[src/rtl/usb_tx_scheduler.sv]
// USB transmit scheduler: arbitrates handshake vs data requests onto tx_packet,
// tracks the DATA0/DATA1 toggle and supervises each transfer through an inter-packet gap.
module usb_tx_scheduler #(
    parameter int unsigned START_TIMEOUT = 16,
    parameter int unsigned GAP_CYCLES    = 4
) (
    input  logic       clk,
    input  logic       n_rst,
    input  logic       hs_req,
    input  logic [1:0] hs_pid,
    input  logic       data_req,
    input  logic       data_ack,
    input  logic       toggle_reset,
    input  logic [6:0] buffer_occupancy,
    input  logic       tx_transfer_active,
    input  logic       tx_error,
    output logic [2:0] tx_packet,
    output logic       hs_done,
    output logic       data_done,
    output logic       xfer_err,
    output logic       data_toggle,
    output logic       sched_busy
);

    typedef enum logic [2:0] {
        IDLE,
        ISSUE,
        WAIT_START,
        BUSY,
        GAP
    } state_t;

    localparam logic [7:0] TIMEOUT_LAST = 8'(START_TIMEOUT - 1);
    localparam logic [7:0] GAP_LAST     = (GAP_CYCLES == 0) ? 8'd0 : 8'(GAP_CYCLES - 1);

    state_t     state;
    state_t     next_state;
    logic       owner_hs;
    logic [1:0] pid_q;
    logic [7:0] timeout_cnt;
    logic [7:0] gap_cnt;
    logic       err_seen;
    logic       hs_reserved;
    logic       timeout_hit;
    logic       done_pulse;
    logic       unused_occupancy;

    // Occupancy is status only; a zero count still issues a zero-length packet.
    assign unused_occupancy = ^buffer_occupancy;

    assign hs_reserved = hs_req && (hs_pid == 2'd3);
    assign timeout_hit = !tx_transfer_active && (timeout_cnt == TIMEOUT_LAST);

    always_ff @(posedge clk) begin
        if (!n_rst) begin
            state <= IDLE;
        end else begin
            state <= next_state;
        end
    end

    always_comb begin
        next_state = state;
        case (state)
            IDLE: begin
                if (hs_req) begin
                    if (!hs_reserved) begin
                        next_state = ISSUE;
                    end
                end else if (data_req) begin
                    next_state = ISSUE;
                end
            end
            ISSUE: next_state = WAIT_START;
            WAIT_START: begin
                if (tx_transfer_active) begin
                    next_state = BUSY;
                end else if (timeout_hit) begin
                    next_state = GAP;
                end
            end
            BUSY: begin
                if (!tx_transfer_active) begin
                    next_state = GAP;
                end
            end
            GAP: begin
                if (gap_cnt == GAP_LAST) begin
                    next_state = IDLE;
                end
            end
            default: next_state = IDLE;
        endcase
    end

    // Owner and pid are captured at grant so a dropped request cannot alter the command.
    always_ff @(posedge clk) begin
        if (!n_rst) begin
            owner_hs    <= 1'b0;
            pid_q       <= 2'd0;
            timeout_cnt <= 8'd0;
            gap_cnt     <= 8'd0;
            err_seen    <= 1'b0;
        end else begin
            case (state)
                IDLE: begin
                    if (hs_req) begin
                        owner_hs <= 1'b1;
                        pid_q    <= hs_pid;
                    end else if (data_req) begin
                        owner_hs <= 1'b0;
                    end
                end
                ISSUE: begin
                    timeout_cnt <= 8'd0;
                    err_seen    <= 1'b0;
                end
                WAIT_START: begin
                    gap_cnt <= 8'd0;
                    if (!tx_transfer_active) begin
                        timeout_cnt <= timeout_cnt + 8'd1;
                    end
                end
                BUSY: begin
                    gap_cnt <= 8'd0;
                    if (tx_error) begin
                        err_seen <= 1'b1;
                    end
                end
                GAP: gap_cnt <= gap_cnt + 8'd1;
                default: ;
            endcase
        end
    end

    always_ff @(posedge clk) begin
        if (!n_rst) begin
            data_toggle <= 1'b0;
        end else if (toggle_reset) begin
            data_toggle <= 1'b0;
        end else if (data_ack) begin
            data_toggle <= ~data_toggle;
        end
    end

    // Outputs are held quiet while reset is asserted so an aborted transfer never reports done.
    always_comb begin
        tx_packet  = 3'd0;
        done_pulse = 1'b0;
        xfer_err   = 1'b0;
        sched_busy = 1'b0;
        if (n_rst) begin
            sched_busy = (state != IDLE);
            case (state)
                IDLE: begin
                    if (hs_reserved) begin
                        done_pulse = 1'b1;
                        xfer_err   = 1'b1;
                    end
                end
                ISSUE: begin
                    tx_packet = owner_hs ? (3'd3 + {1'b0, pid_q}) : (3'd1 + {2'b00, data_toggle});
                end
                WAIT_START: begin
                    if (timeout_hit) begin
                        done_pulse = 1'b1;
                        xfer_err   = 1'b1;
                    end
                end
                BUSY: begin
                    if (!tx_transfer_active) begin
                        done_pulse = 1'b1;
                        xfer_err   = err_seen | tx_error;
                    end
                end
                default: ;
            endcase
        end
        hs_done   = done_pulse & (owner_hs | (state == IDLE));
        data_done = done_pulse & !owner_hs & (state != IDLE);
    end

endmodule
[config.mk]
export PLATFORM = sky130hd
export DESIGN_NAME = usb_tx_scheduler
export DESIGN_NICKNAME = d
export VERILOG_FILES = /design/src/rtl/usb_tx_scheduler.sv
export SDC_FILE = /design/constraint.sdc
export NUM_CORES = 1
export LEC_CHECK = 0
export ABC_CLOCK_PERIOD_IN_PS = 4150
export CELL_PAD_IN_SITES_DETAIL_PLACEMENT = 1
export CELL_PAD_IN_SITES_GLOBAL_PLACEMENT = 2
export CORE_UTILIZATION = 32
export CTS_CLUSTER_SIZE = 12
export DETAILED_ROUTE_END_ITERATION = 8
export GPL_TIMING_DRIVEN = 0
export PLACE_DENSITY = 0.79
export RECOVER_POWER = 50
export SYNTH_ARGS = -nofsm -noshare
export SYNTH_HDL_FRONTEND = slang
export SYNTH_SLANG_ARGS = --single-unit
[constraint.sdc]
create_clock -name clk -period 4.15 [get_ports clk]
set_input_delay 1.0375 -clock clk [delete_from_list [all_inputs] [get_ports clk]]
set_output_delay 1.0375 -clock clk [all_outputs]
set_load 0.01 [all_outputs]
* After elaboration in Yosys (flattened, before gate mapping)
Index checks and enable logic that the tools add are counted.
Storage, ports and cells: flip-flop bits (word level) 24, word-level logic and storage cells 76, bits of input ports 17
Operators by class: multiplexer cells 27, reductions and logical operators 17, bitwise operators 7, equal/unequal tests 14, add/subtract/negate cells 4
Operators by type and width (count):
- 8-bit one-hot mux with 2 select lines | 2
- 3-bit 2-to-1 mux | 10
- 8-bit by 1-bit adder with 8-bit output (second input constant) | 2
- 3-bit one-hot mux with 5 select lines | 1
- 1-bit 2-to-1 mux | 10
- 3-bit != test (second input constant) | 3
- 8-bit by 2-bit == test with 1-bit output (second input constant) | 1
- 8-bit by 4-bit == test with 1-bit output (second input constant) | 1
- 8-bit 2-to-1 mux | 1
- 2-bit != test (second input constant) | 4
- 2-bit AND reduction | 4
- 2-bit nonzero test | 4
- 3-bit by 2-bit == test with 1-bit output (second input constant) | 2
- 1-bit one-hot mux with 3 select lines | 2
- 5-bit AND reduction | 1
- 2-bit OR reduction | 2
- 2-bit by 2-bit adder with 3-bit output (first input constant) | 1
- 1-bit bitwise AND | 3
- 3-bit by 1-bit == test with 1-bit output (second input constant) | 1
- 3-bit == test (second input constant) | 1
- 3-bit logical NOT | 1
- 3-bit nonzero test | 1
- 1-bit by 1-bit adder with 2-bit output (first input constant) | 1
- 2-bit == test (second input constant) | 1
- other kinds (5) | 9

* Logic depth before layout (Yosys ltp)
depth in word-level cells 7, depth in mapped cells 6, depth with buffers taken out 5

* Least setup slack after synthesis
No wires, ideal clock.
path type in2out, start point input port tx_transfer_active, end point output port data_done, stages 4, slack 954 ps, path buffers 0, arrival time 2159 ps, required time 3113 ps, cell sequence or4b_1 nor3_1 o31ai_1 nor3_1
On the way: cells in the longest elaborated chain, start to end 7, elaborated cells on any way between the ends 8, those cells by class 4 x mux; 2 x bitwise; 2 x reduce/logical
Ends and longest elaborated chain:
- start, declared | line 15 | input logic tx_transfer_active,
- 1-bit logical NOT
- 1-bit logical AND | line 52 | assign timeout_hit = !tx_transfer_active && (timeout_cnt == TIMEOUT_LAST);
- 1-bit 2-to-1 mux | line 165 | if (timeout_hit) begin
- 1-bit one-hot mux with 3 select lines * | line 154 | case (state)
- 1-bit 2-to-1 mux * | line 152 | if (n_rst) begin
- 1-bit bitwise AND * (2 in series) | line 180 | data_done = done_pulse & !owner_hs & (state != IDLE);
- end, declared | line 19 | output logic data_done,
Every way passes the cells marked *; elsewhere a longest branch is shown, timed or not.

* Worst setup path in the final report
start point input port tx_transfer_active, end point output port xfer_err
On the way: cells in the longest elaborated chain, start to end 5, elaborated cells on any way between the ends 6, those cells by class 4 x mux; 2 x reduce/logical
Ends and longest elaborated chain:
- 1-bit logical NOT
- 1-bit logical AND | line 52
- 1-bit 2-to-1 mux | line 165
- 1-bit one-hot mux with 3 select lines * | line 154
- 1-bit 2-to-1 mux * | line 152
- end, declared | line 20 | output logic xfer_err,
Marked as above.

==> flow_summary.ini <==
[run_status]
status = completed

[finish]
fin_nets = 208
final_cell_mix = dfxtp_1 (24), a21oi_1 (21), nand2_1 (14), clkdlybuf4s50_1 (14), nor2_1 (13)
mostFrequentLayoutCell = dfxtp_1
design_area_sq_um = 1645
area_growth_pct = 20.20
nFillCells = 500
layout-drive-gt1-share_pct = 8.021
fin_util_pct = 40.55
num_antenna_cells = 0

[flow_run]
cap_violations = 0

[critical_path]
worst-setup-path-type = input port to primary output
crit_path_top_delay_cell = clkdlybuf4s50_1
required_ns = 3.11
critPathMaxStageDelay_ns = 0.54
crit_path_cell_trace = dlygate4sd2_1, or4b_1, nor3_2, o31ai_1, nor2_1, clkdlybuf4s50_1
crit_fanout = 7
cp-start-kind = input port
crit_arrival_ns = 2.96
critPathCaptureType = primary output

[pwr]
power.clock.fraction_pct = 22.0
power_frac_seq_pct = 38.0
p_switching_uw = 266.3
power_frac_comb_pct = 40.0
power_density_nw_per_um2 = 441.3
peakVddDrop_uv = 229.3
power_leakage_uw = 0.0005427
swShare_pct = 36.68
power.internal_uw = 459.7
total_power_uw = 726.0

[timing]
setup_tns_ns = 0
hold_ws_ns = 0.4801
rsz0062_at_grt = false
min_period_ns = 3.998
hold_viol = 0
clock_skew_ns = 0.001537
max-slew-margin-rel_pct = 47.78
setup_viol = 0
slew_viol_final = 0
min_period_over_period_pct = 96.33
fmax_ghz = 0.2502
worst_slew_pin_slew_ns = 0.7773

[clocking]
tritoncts = yes
post_cts.repair.setup_buffers = 0
ctsHtreeMaxLevel = 1
cts_root_buffer = clkbuf_8
clk_latency_ns = 0.27
numCtsBuffers = 3
clockBufferDepth = 2
holdBufCountCts = 0
path_clk_slew_ns = 0.08
numClockSinks = 24

[place]
dp_hpwl_um = 2793
routabilityCongestion = 0.7781
place_area_sq_um = 1602
port-buffer-count = 17

[die]
initial_core_util_pct = 33.73
die_area_sq_um = 4543
pin_count = 25
fp.dieW_um = 67.40
num_rows = 23
die_h_um = 67.40
coreArea_sq_um = 4058

[route]
drt_iter0_drc = 14
firstDrtPassIters = 4
ant_nets = 0
routed_via_density = 5.451
vias = 1292
wl_per_cell_um = 15.43
drc_errors = 0
drt_wl_total_um = 3657

[synth]
yosysSeqAreaShare_pct = 35.10
netlist_area_sq_um = 1369
synth_cell_types = 43
synth_cells = 166
synth.area.top_cells = dfxtp_1 (35%), a21oi_1 (7.7%), nand2_1 (3.8%)
yosysTopAreaCell = dfxtp_1
synthArstFlopShare_pct = 0
syn_nets = 186
synth-main-ff-cell = dfxtp_1
synth_top_cell_area_share_pct = 35.10
synth-seq-cells = 24
synth-edff-count = 0
yosysWarnings = 0
syn_area_per_cell_sq_um = 8.246

[global_routing]
grt_pass1_vias = 1348
antenna_found_initial = 0
grt_max_degree = 14
grt_use_total_pct = 17.89
grt_pass1_wl_um = 6106
overflow = 0

[hold_path]
hold_class = flip-flop to flip-flop
-- worst paths after layout --
check | startpoint | endpoint | slack (ns) | cells past startpoint
setup / recovery | tx_transfer_active | xfer_err | 0.15 | 6
hold / removal | err_seen | err_seen | 0.48 | 2
setup reg to reg | state[1] | timeout_cnt[3] | 2.25 | 5
hold reg to reg | err_seen | err_seen | 0.48 | 2
-- registers in the layout (all words and copies together) (netlist names) --
signal and count:
pid_q 2, data_toggle 1, err_seen 1, timeout_cnt 8, owner_hs 1, gap_cnt 8
state 3
-- area by class of cell --
type | instances | area (sq um) | area share [%]
Buffer | 7 | 42.54 | 2.586
Clock buffer | 4 | 55.05 | 3.346
Sequential cell | 24 | 480.5 | 29.20
Tap cell | 50 | 62.56 | 3.802
Multi-Input combinational cell | 129 | 809.5 | 49.20
Timing Repair Buffer | 17 | 171.4 | 10.42
Inverter | 6 | 23.77 | 1.445
-- through the flow --
| step | cells | setup WS, ns |
|---|---|---|
| floorplan | 166 | 0.9537 |
| global placement | 233 | -0.2002 |
| global route | 237 | 0.03627 |
| finish | 237 | 0.1524 |
| CTS | 237 | 0.06356 |
| detailed placement | 233 | -0.2206 |
-- routing by layer --
layer  vias up  GRT usage (%)  routed length, um
met5         -              0                  0
met4         0          3.989                 25
met1       618          21.10               1784
li1        663              -                  -
met3         2          4.054                 70
met2         9          32.50               1775
-- kinds of logic after synthesis --
kind of cell    Yosys count  share of synthesized area [%]
compound gates           42                          20.20
xor+xnor                  3                          1.920
fa+ha+maj                 3                          2.743
buf+inv                  13                          4.752
flops                    24                          35.10
mux                       2                          1.463
simple gates             79                          33.82
-- synthesized netlist by cell type, types with 4 or more instances --
master,number
dfxtp_1,24
a21oi_1,21
nand2_1,14
nor2_1,13
nand3_1,8
nor3_1,7
or4_1,7
inv_1,5
o21ai_0,5
nor3b_1,4
-- critical path, delay by kind of cell --
| kind | cells | cell delay [ns] |
|---|---|---|
| buf+inv | 2 | 0.85 |
| simple gates | 3 | 0.89 |
| compound gates | 1 | 0.17 |
-- power by group through the flow --
stage	sequential, uW	clock [uW]	combinational [uW]
2_1_floorplan	274	0	209
3_3_place_gp	279	0	284
4_1_cts	276	166	296
6_report	276	160	290
5_1_grt	280	176	322
3_5_place_dp	282	0	296
-- what timing repair did --
action,CTS,global route
endpoints found under the setup margin,3,1
hold endpoints to repair,0,0
resized for setup,3,1
Note: power is estimated with default switching activity, not from simulation.
